$ cat config.mk
export PLATFORM = sky130hd
export DESIGN_NAME = mont_ctrl
export DESIGN_NICKNAME = d
export VERILOG_FILES = /design/src/rtl/mont_pkg.sv /design/src/rtl/mont_ctrl.sv
export SDC_FILE = /design/constraint.sdc
export NUM_CORES = 1
export LEC_CHECK = 0
export BUFFER_PORTS_ARGS = -buffer_cell sky130_fd_sc_hd__buf_4
export CORE_MARGIN = 2
export CORE_UTILIZATION = 31
export DETAILED_ROUTE_END_ITERATION = 8
export GPL_TIMING_DRIVEN = 0
export PLACE_DENSITY_LB_ADDON = 0.2
export SLEW_MARGIN = 15
export SYNTH_ARGS = -nofsm -noshare
export SYNTH_HDL_FRONTEND = slang
export SYNTH_SLANG_ARGS = --single-unit
$ cat constraint.sdc
create_clock -name clk -period 2.7 [get_ports clk]
set_clock_uncertainty 0.15 [all_clocks]
set_input_delay 0.54 -clock clk [delete_from_list [all_inputs] [get_ports clk]]
set_output_delay 0.54 -clock clk [all_outputs]
set_load 0.05 [all_outputs]
$ cat src/rtl/mont_pkg.sv
// Shared types and constants for the Montgomery sequencing controller.
package mont_pkg;

    localparam int unsigned MONT_N           = 512;
    localparam int unsigned MONT_MAX_RESOLVE = 16;

    localparam logic [1:0] SEL_ZERO = 2'd0;
    localparam logic [1:0] SEL_B    = 2'd1;
    localparam logic [1:0] SEL_M    = 2'd2;
    localparam logic [1:0] SEL_BM   = 2'd3;

    typedef enum logic [2:0] {
        ST_IDLE  = 3'd0,
        ST_LOAD  = 3'd1,
        ST_ITER  = 3'd2,
        ST_RES1  = 3'd3,
        ST_SUB   = 3'd4,
        ST_RES2  = 3'd5,
        ST_CHECK = 3'd6,
        ST_DONE  = 3'd7
    } mont_state_t;

    typedef struct packed {
        logic       clr_acc;
        logic [1:0] in_sel;
        logic       enable_c;
        logic       shift;
        logic       subtract;
    } mont_ctl_t;

    // Fixed per-state mpadder strobes; ITER select bits are patched in by the caller.
    function automatic mont_ctl_t state_strobes(mont_state_t st);
        mont_ctl_t c;
        c = '0;
        case (st)
            ST_LOAD: begin
                c.clr_acc = 1'b1;
                c.in_sel  = SEL_ZERO;
            end
            ST_ITER: begin
                c.enable_c = 1'b1;
                c.shift    = 1'b1;
            end
            ST_SUB: begin
                c.in_sel   = SEL_M;
                c.enable_c = 1'b1;
                c.subtract = 1'b1;
            end
            default: c = '0;
        endcase
        return c;
    endfunction

endpackage

$ cat src/rtl/mont_ctrl.sv
// Montgomery multiply sequencer: scans A bit-serially, drives every mpadder control,
// resolves carries, performs the final conditional subtraction and reports completion.
module mont_ctrl
    import mont_pkg::*;
#(
    parameter int unsigned N           = MONT_N,
    parameter int unsigned MAX_RESOLVE = MONT_MAX_RESOLVE
) (
    input  logic         clk,
    input  logic         reset,
    input  logic         start,
    input  logic [N-1:0] a_in,
    input  logic         b0,
    input  logic         acc_lsb,
    input  logic         c_zero,
    input  logic         sign,
    output logic         clr_acc,
    output logic [1:0]   in_sel,
    output logic         enable_c,
    output logic         shift,
    output logic         subtract,
    output logic         busy,
    output logic         done,
    output logic         use_sub,
    output logic         error
);

    localparam int unsigned IW = $clog2(N + 1);
    localparam int unsigned TW = $clog2(MAX_RESOLVE + 1);
    localparam logic [IW-1:0] I_LAST = IW'(N - 1);
    localparam logic [TW-1:0] T_LAST = TW'(MAX_RESOLVE - 1);

    mont_state_t   state_q, state_d;
    logic [N-1:0]  a_sr_q, a_sr_d;
    logic          b0_q, b0_d;
    logic [IW-1:0] i_q, i_d;
    logic [TW-1:0] tmo_q, tmo_d;
    logic          tmo_expired_c;
    mont_ctl_t     ctl_q, ctl_d;
    logic          busy_q, busy_d;
    logic          done_q, done_d;
    logic          use_sub_q, use_sub_d;
    logic          error_q, error_d;
    logic          iter_c;
    logic          q_c;

    // State register.
    always_ff @(posedge clk) begin
        if (reset) begin
            state_q <= ST_IDLE;
        end else begin
            state_q <= state_d;
        end
    end

    // Next-state logic.
    always_comb begin
        state_d = state_q;
        case (state_q)
            ST_IDLE: begin
                if (start) begin
                    state_d = ST_LOAD;
                end
            end
            ST_LOAD: state_d = ST_ITER;
            ST_ITER: begin
                if (i_q == I_LAST) begin
                    state_d = ST_RES1;
                end
            end
            ST_RES1: begin
                if (c_zero) begin
                    state_d = ST_SUB;
                end else if (tmo_expired_c) begin
                    state_d = ST_DONE;
                end
            end
            ST_SUB: state_d = ST_RES2;
            ST_RES2: begin
                if (c_zero) begin
                    state_d = ST_CHECK;
                end else if (tmo_expired_c) begin
                    state_d = ST_DONE;
                end
            end
            ST_CHECK: state_d = ST_DONE;
            ST_DONE:  state_d = ST_IDLE;
            default:  state_d = ST_IDLE;
        endcase
    end

    // Shared carry-resolution timeout; idles at zero so each resolve phase starts fresh.
    always_comb begin
        tmo_d         = '0;
        tmo_expired_c = 1'b0;
        if (state_q == ST_RES1 || state_q == ST_RES2) begin
            tmo_expired_c = (tmo_q == T_LAST);
            tmo_d         = tmo_q + TW'(1);
        end
    end

    // Operand shift register, bit counter and sticky status.
    always_comb begin
        a_sr_d    = a_sr_q;
        b0_d      = b0_q;
        i_d       = i_q;
        use_sub_d = use_sub_q;
        error_d   = error_q;
        case (state_q)
            ST_IDLE: begin
                if (start) begin
                    a_sr_d    = a_in;
                    b0_d      = b0;
                    use_sub_d = 1'b0;
                    error_d   = 1'b0;
                end
            end
            ST_LOAD: i_d = '0;
            ST_ITER: begin
                a_sr_d = a_sr_q >> 1;
                i_d    = i_q + IW'(1);
            end
            ST_RES1, ST_RES2: begin
                if (!c_zero && tmo_expired_c) begin
                    error_d = 1'b1;
                end
            end
            ST_CHECK: use_sub_d = ~sign;
            default: begin
                a_sr_d = a_sr_q;
            end
        endcase
    end

    // Output decode of the upcoming state, registered alongside it.
    always_comb begin
        ctl_d = state_strobes(state_d);
        if (state_d == ST_ITER) begin
            ctl_d.in_sel = {1'b0, a_sr_d[0]};
        end
        busy_d = (state_d != ST_IDLE);
        done_d = (state_d == ST_DONE);
    end

    always_ff @(posedge clk) begin
        if (reset) begin
            a_sr_q    <= '0;
            b0_q      <= 1'b0;
            i_q       <= '0;
            tmo_q     <= '0;
            ctl_q     <= '0;
            busy_q    <= 1'b0;
            done_q    <= 1'b0;
            use_sub_q <= 1'b0;
            error_q   <= 1'b0;
        end else begin
            a_sr_q    <= a_sr_d;
            b0_q      <= b0_d;
            i_q       <= i_d;
            tmo_q     <= tmo_d;
            ctl_q     <= ctl_d;
            busy_q    <= busy_d;
            done_q    <= done_d;
            use_sub_q <= use_sub_d;
            error_q   <= error_d;
        end
    end

    // Quotient bit depends on this cycle's resolved accumulator LSB, so it bypasses the flops.
    assign iter_c = (state_q == ST_ITER);
    assign q_c    = acc_lsb ^ (a_sr_q[0] & b0_q);

    assign clr_acc  = ctl_q.clr_acc;
    assign in_sel   = {ctl_q.in_sel[1] | (iter_c & q_c), ctl_q.in_sel[0]};
    assign enable_c = ctl_q.enable_c;
    assign shift    = ctl_q.shift;
    assign subtract = ctl_q.subtract;
    assign busy     = busy_q;
    assign done     = done_q;
    assign use_sub  = use_sub_q;
    assign error    = error_q;

endmodule

After elaboration in Yosys (flattened, before gate mapping)
Index checks and enable logic that the tools add are counted.
{"block": "word_totals", "reg_bits": 541, "latch_bits": 0, "ram_bits": 0, "mem_bits_ro": 0, "in_bits": 519, "word_cells": 76, "memories": 0}
{"block": "op_classes", "add_sub_neg": 2, "mul": 0, "n_div": 0, "n_lt_le_gt_ge": 0, "n_eq_ne": 15, "shifts": 0, "n_mux": 20, "n_bitwise": 6, "reduce_logical": 17}
{"cell": "one-hot mux 512 bit (2 select lines)", "count": 1}
{"cell": "two-way mux 512 bit", "count": 1}
{"cell": "one-hot mux 3 bit (8 select lines)", "count": 1}
{"cell": "one-hot mux 10 bit (2 select lines)", "count": 1}
{"cell": "== test 3 bit (second input constant)", "count": 6}
{"cell": "two-way mux 3 bit", "count": 5}
{"cell": "adder 10 x 1 -> 10 bit (second input constant)", "count": 1}
{"cell": "== test 10 x 9 -> 1 bit (second input constant)", "count": 1}
{"cell": "== test 3 x 2 -> 1 bit (second input constant)", "count": 3}
{"cell": "two-way mux 1 bit", "count": 8}
{"cell": "nonzero test 2 bit", "count": 4}
{"cell": "OR reduction 2 bit", "count": 4}
{"cell": "== test 3 x 1 -> 1 bit (second input constant)", "count": 2}
{"cell": "AND reduction 2 bit", "count": 3}
{"cell": "adder 5 x 1 -> 5 bit (second input constant)", "count": 1}
{"cell": "== test 5 x 4 -> 1 bit (second input constant)", "count": 1}
{"cell": "inequality test 2 bit (second input constant)", "count": 2}
{"cell": "one-hot mux 1 bit (2 select lines)", "count": 2}
{"cell": "logical NOT 3 bit", "count": 1}
{"cell": "AND reduction 3 bit", "count": 1}
{"cell": "nonzero test 3 bit", "count": 1}
{"cell": "bitwise AND 1 bit", "count": 2}
{"cell": "two-way mux 2 bit", "count": 1}
{"cell": "NOT 1 bit", "count": 2}
{"cell": "5 further kinds", "count": 5}

Longest topological paths before layout
{"block": "logic_depth", "ltp_word": 9, "mapped_depth": 8, "depth_no_buf": 8}

Worst setup path before layout
Ideal clock, no wire load.
{"block": "synth_path", "path_kind": "reg2out", "startpoint": "reg state_q[2]", "endpoint": "out in_sel[1]", "arrival_time_ns": 1.803, "setup_slack_ns": 0.207, "path_stages_with_launch": 7, "n_path_buf": 4, "path_cell_list": "dfxtp_1 buf_6 nor3b_1 buf_2 clkbuf_1 clkbuf_1 a21o_1"}
{"block": "synth_via", "elab_chain_len": 3}
{"element": "from (decl)", "line_no": "mont_ctrl.sv:33", "rtl": "mont_state_t state_q, state_d;"}
{"element": "from (signal assigned)", "line_no": "mont_ctrl.sv:52", "rtl": "state_q <= state_d;"}
{"element": "== test 3 x 2 -> 1 bit", "line_no": "mont_ctrl.sv:170", "rtl": "assign iter_c = (state_q == ST_ITER);"}
{"element": "bitwise AND 1 bit", "line_no": "mont_ctrl.sv:174", "rtl": "assign in_sel = {ctl_q.in_sel[1] | (iter_c & q_c), ctl_q.in_sel[0]};"}
{"element": "bitwise OR 1 bit", "line_no": "mont_ctrl.sv:174"}
{"element": "to (decl)", "line_no": "mont_ctrl.sv:18", "rtl": "output logic [1:0] in_sel,"}
No other way between the ends.

Final worst setup path
Ends and elaborated chain as after synthesis.

==> flow_summary.ini <==
[outcome]
outcome = completed

[cts]
worst_setup_hold_path_clk_slew_ns = 0.06
cts_tree = done
clkLatencyLatePin_ns = 0.61
cts-htree-levels = 2
tritoncts_num_sinks = 541
cts.path.max_buffers = 3
clk_root_buffer_cell = sky130_fd_sc_hd__clkbuf_16
tritoncts.num_buffers = 60

[sta]
rsz0062_at_grt = false
setup_viol_count_final = 0
fmaxAchievable_ghz = 0.385
hold_violations = 0
period_needed_ns = 2.60
timing.max_slew.rel_slack_pct = 35.7
worst_pin_slew_ns = 0.965
setup_total_negative_slack_ns = 0
fin_hold_ws_ns = 0.0500
finalCritPeriodShare_pct = 96.3
final_max_slew_viol_count = 0

[route]
drc = 0
postRouteAntennaNets = 0
met2WireLength_mm = 35.2
drt_pre_antenna_iters = 6
detail_route.iter0.violations = 1310
wirelength_met1_mm = 28.4
drt-total-wl_mm = 70.4
wl_per_cell_um = 17.8
dr_total_vias = 20579
viasPerCell = 5.22
met3_length_mm = 4.54
highest_layer = met5

[placement]
post-place-cells = 3827
placedInstanceArea_um2 = 25900
gpl.final_weighted_congestion = 0.823
port-buffer-count = 527
detailedPlacementHpwl_mm = 52.3

[worst_setup_path]
critPathCaptureType = output port
critPathLaunchType = flop
critical_path_peak_fanout = 19
cp_required_ns = 2.01
worst-setup-path-type = flop to output port
worst_ep_arrival_time_ns = 1.91

[pwr]
total_power_w = 0.0249
power_per_cell_area_nw_per_um2 = 893
swShare_pct = 33.8
peak_ir_drop_on_the_vdd_network_v = 0.000471
p_leak_nw = 10.6
sequentialPowerShare_pct = 40.8
cellInternalPower_w = 0.0165
p_clk_share_pct = 32.0
power_frac_comb_pct = 27.3
net-switching-power_w = 0.00844

[synth]
synth_edf_count = 0
sequential_to_total_area_share_from_yosys_stat_pct = 52.0
synth-seq-cells = 541
synthesis.area_per_instance_um2 = 8.59
yosys_warnings = 0
synth_top_flop_cell = sky130_fd_sc_hd__dfxtp_1
syn-num-nets = 2948
syn_area_um2 = 20800
synth_async_sr_flop_share_pct = 0
synth.lib_cells_used.distinct = 45
synthesis.instances = 2426

[floorplanning]
initial_core_util_pct = 31.2
dieArea_um2 = 69300
design.portCount = 529
placeableCoreArea_um2 = 66800
row_count = 95
chipWidth_um = 263
die_h_um = 263

[final_layout]
layout-area-overhead-vs-synth_pct = 34.0
stdcell_area_um2 = 27900
nNetsFinal = 3539
ratio_of_cells_with_drive_above_1_in_the_final_layout_pct = 22.8
final_cells = 3946

[flow_run]
drv.max_cap_violation_count = 0

[grt]
grt.overflow.total = 0
grt_start_max_net_pins = 20
grt_antenna_before_repair = 11
grt_pass1_wl_mm = 109
via_count_of_the_first_global_routing_pass = 19709
grt_usage_pct = 19.3

[worst_hold_path]
hold_class = primary input to flop
-- what timing repair did --
action / in CTS / in global routing
gates resized for setup: 14 / 14
hold buffers: 2 / 0
setup endpoints to repair: 482 / 380
hold endpoints to repair: 2 / 0
setup buffers: 2 / 0
-- synth_stat cells (5+ instances only) --
cell type	number	share of area, %
sky130_fd_sc_hd__buf_1	15	0.27
sky130_fd_sc_hd__buf_2	50	1.2
sky130_fd_sc_hd__a21oi_1	521	13
sky130_fd_sc_hd__inv_1	5	0.090
sky130_fd_sc_hd__nand2_1	517	9.3
sky130_fd_sc_hd__nand3_1	7	0.17
sky130_fd_sc_hd__and3_1	6	0.18
sky130_fd_sc_hd__clkbuf_1	171	3.1
sky130_fd_sc_hd__a22oi_1	512	18
sky130_fd_sc_hd__dfxtp_1	541	52
sky130_fd_sc_hd__o21ai_0	7	0.17
sky130_fd_sc_hd__nor2_1	20	0.36
-- cell usage in the layout (no fill, tap or decap), types with 2 or more instances in the layout --
cell	Yosys	routed
sky130_fd_sc_hd__xnor2_1	3	3
sky130_fd_sc_hd__xor2_1	2	2
sky130_fd_sc_hd__diode_2	0	11
sky130_fd_sc_hd__nand2_1	517	517
sky130_fd_sc_hd__inv_6	0	3
sky130_fd_sc_hd__a211oi_1	3	3
sky130_fd_sc_hd__nor3_1	3	3
sky130_fd_sc_hd__nor2_1	20	19
sky130_fd_sc_hd__nand4b_1	2	2
sky130_fd_sc_hd__nor4b_1	2	2
sky130_fd_sc_hd__dfxtp_1	541	540
sky130_fd_sc_hd__and4_1	2	2
sky130_fd_sc_hd__a21oi_1	521	521
sky130_fd_sc_hd__clkbuf_16	0	61
sky130_fd_sc_hd__clkinv_2	0	9
sky130_fd_sc_hd__a41oi_1	2	2
sky130_fd_sc_hd__clkbuf_1	171	172
sky130_fd_sc_hd__a22oi_1	512	512
sky130_fd_sc_hd__or4b_2	2	2
sky130_fd_sc_hd__buf_6	1	3
sky130_fd_sc_hd__nand4_1	2	2
sky130_fd_sc_hd__or2_2	2	2
sky130_fd_sc_hd__nor3_2	2	2
sky130_fd_sc_hd__o21ai_0	7	7
sky130_fd_sc_hd__a311oi_1	3	3
sky130_fd_sc_hd__and3_1	6	6
sky130_fd_sc_hd__nand3_1	7	7
sky130_fd_sc_hd__clkbuf_8	0	16
sky130_fd_sc_hd__inv_1	5	5
sky130_fd_sc_hd__clkbuf_2	0	11
sky130_fd_sc_hd__nand3b_1	3	3
sky130_fd_sc_hd__buf_4	1	530
sky130_fd_sc_hd__buf_8	0	2
sky130_fd_sc_hd__buf_1	15	15
sky130_fd_sc_hd__dlygate4sd3_1	0	2
sky130_fd_sc_hd__buf_2	50	48
sky130_fd_sc_hd__ha_1	3	3
-- registers in the layout, indices dropped and copies added (netlist names) --
register	cells
a_sr_q	512
i_q	10
tmo_q	5
state_q	3
b0_q	1
busy	1
clr_acc	1
ctl_q	1
done	1
enable_c	1
error	1
in_sel	1
shift	1
subtract	1
use_sub	1
-- cell families after synthesis --
| kind of cell | count (synthesis) | share of synthesized area [%] |
|---|---|---|
| compound gates | 1057 | 31.8 |
| simple gates | 576 | 11.0 |
| flops | 541 | 52.0 |
| buf+inv | 243 | 4.73 |
| xor+xnor | 5 | 0.210 |
| fa+ha+maj | 3 | 0.180 |
| mux | 1 | 0.0480 |
-- critical path: stages, from the launching register on --
cell,delay [ns]
sky130_fd_sc_hd__dfxtp_1,0.30
sky130_fd_sc_hd__buf_6,0.13
sky130_fd_sc_hd__nor3b_4,0.24
sky130_fd_sc_hd__buf_6,0.14
sky130_fd_sc_hd__buf_8,0.17
sky130_fd_sc_hd__a21o_1,0.14
sky130_fd_sc_hd__buf_6,0.16
-- stage by stage --
step | setup slack, ns | util [%]
after floorplan | 0.207 | -
after global placement | -0.915 | 38.7
after detailed placement | -0.616 | 38.8
after CTS | 0.0204 | 41.7
after global routing | 0.00616 | 41.8
final | 0.101 | 41.8
-- power by group through the flow --
stage                     clock network [W]  logic, W  registers, W
after floorplan                           0   0.00448        0.0102
after global placement                    0   0.00653        0.0102
after detailed placement                  0   0.00677        0.0103
after CTS                           0.00819   0.00682        0.0101
after global routing                0.00851   0.00760        0.0103
final                               0.00797   0.00680        0.0102
-- layout make-up --
type | count | area (µm²)
Fill cell | 6722 | 38900
Buffer | 235 | 990
Multi-Input combinational cell | 1642 | 9030
Clock buffer | 93 | 1810
Timing Repair Buffer | 532 | 4010
Sequential cell | 541 | 10800
Clock inverter | 14 | 109
Inverter | 5 | 18.8
Antenna cell | 11 | 27.5
Tap cell | 873 | 1090
-- path summary, 6_finish.rpt --
kind               start  cells past startpoint  slack, ns     endpoint
max           state_q[2]                      6       0.10    in_sel[1]
min            a_in[511]                      3       0.05  a_sr_q[511]
max reg2reg   state_q[2]                      8       0.22   a_sr_q[42]
min reg2reg  a_sr_q[506]                      2       0.30  a_sr_q[506]
-- metal layers --
| layer | global-route usage, % | vias to the layer above |
|---|---|---|
| li1 | - | 9986 |
| met1 | 22.3 | 9877 |
| met2 | 34.1 | 585 |
| met3 | 4.98 | 127 |
| met4 | 7.07 | 4 |
| met5 | 0 | - |
Note: power is estimated with default switching activity, not from simulation.
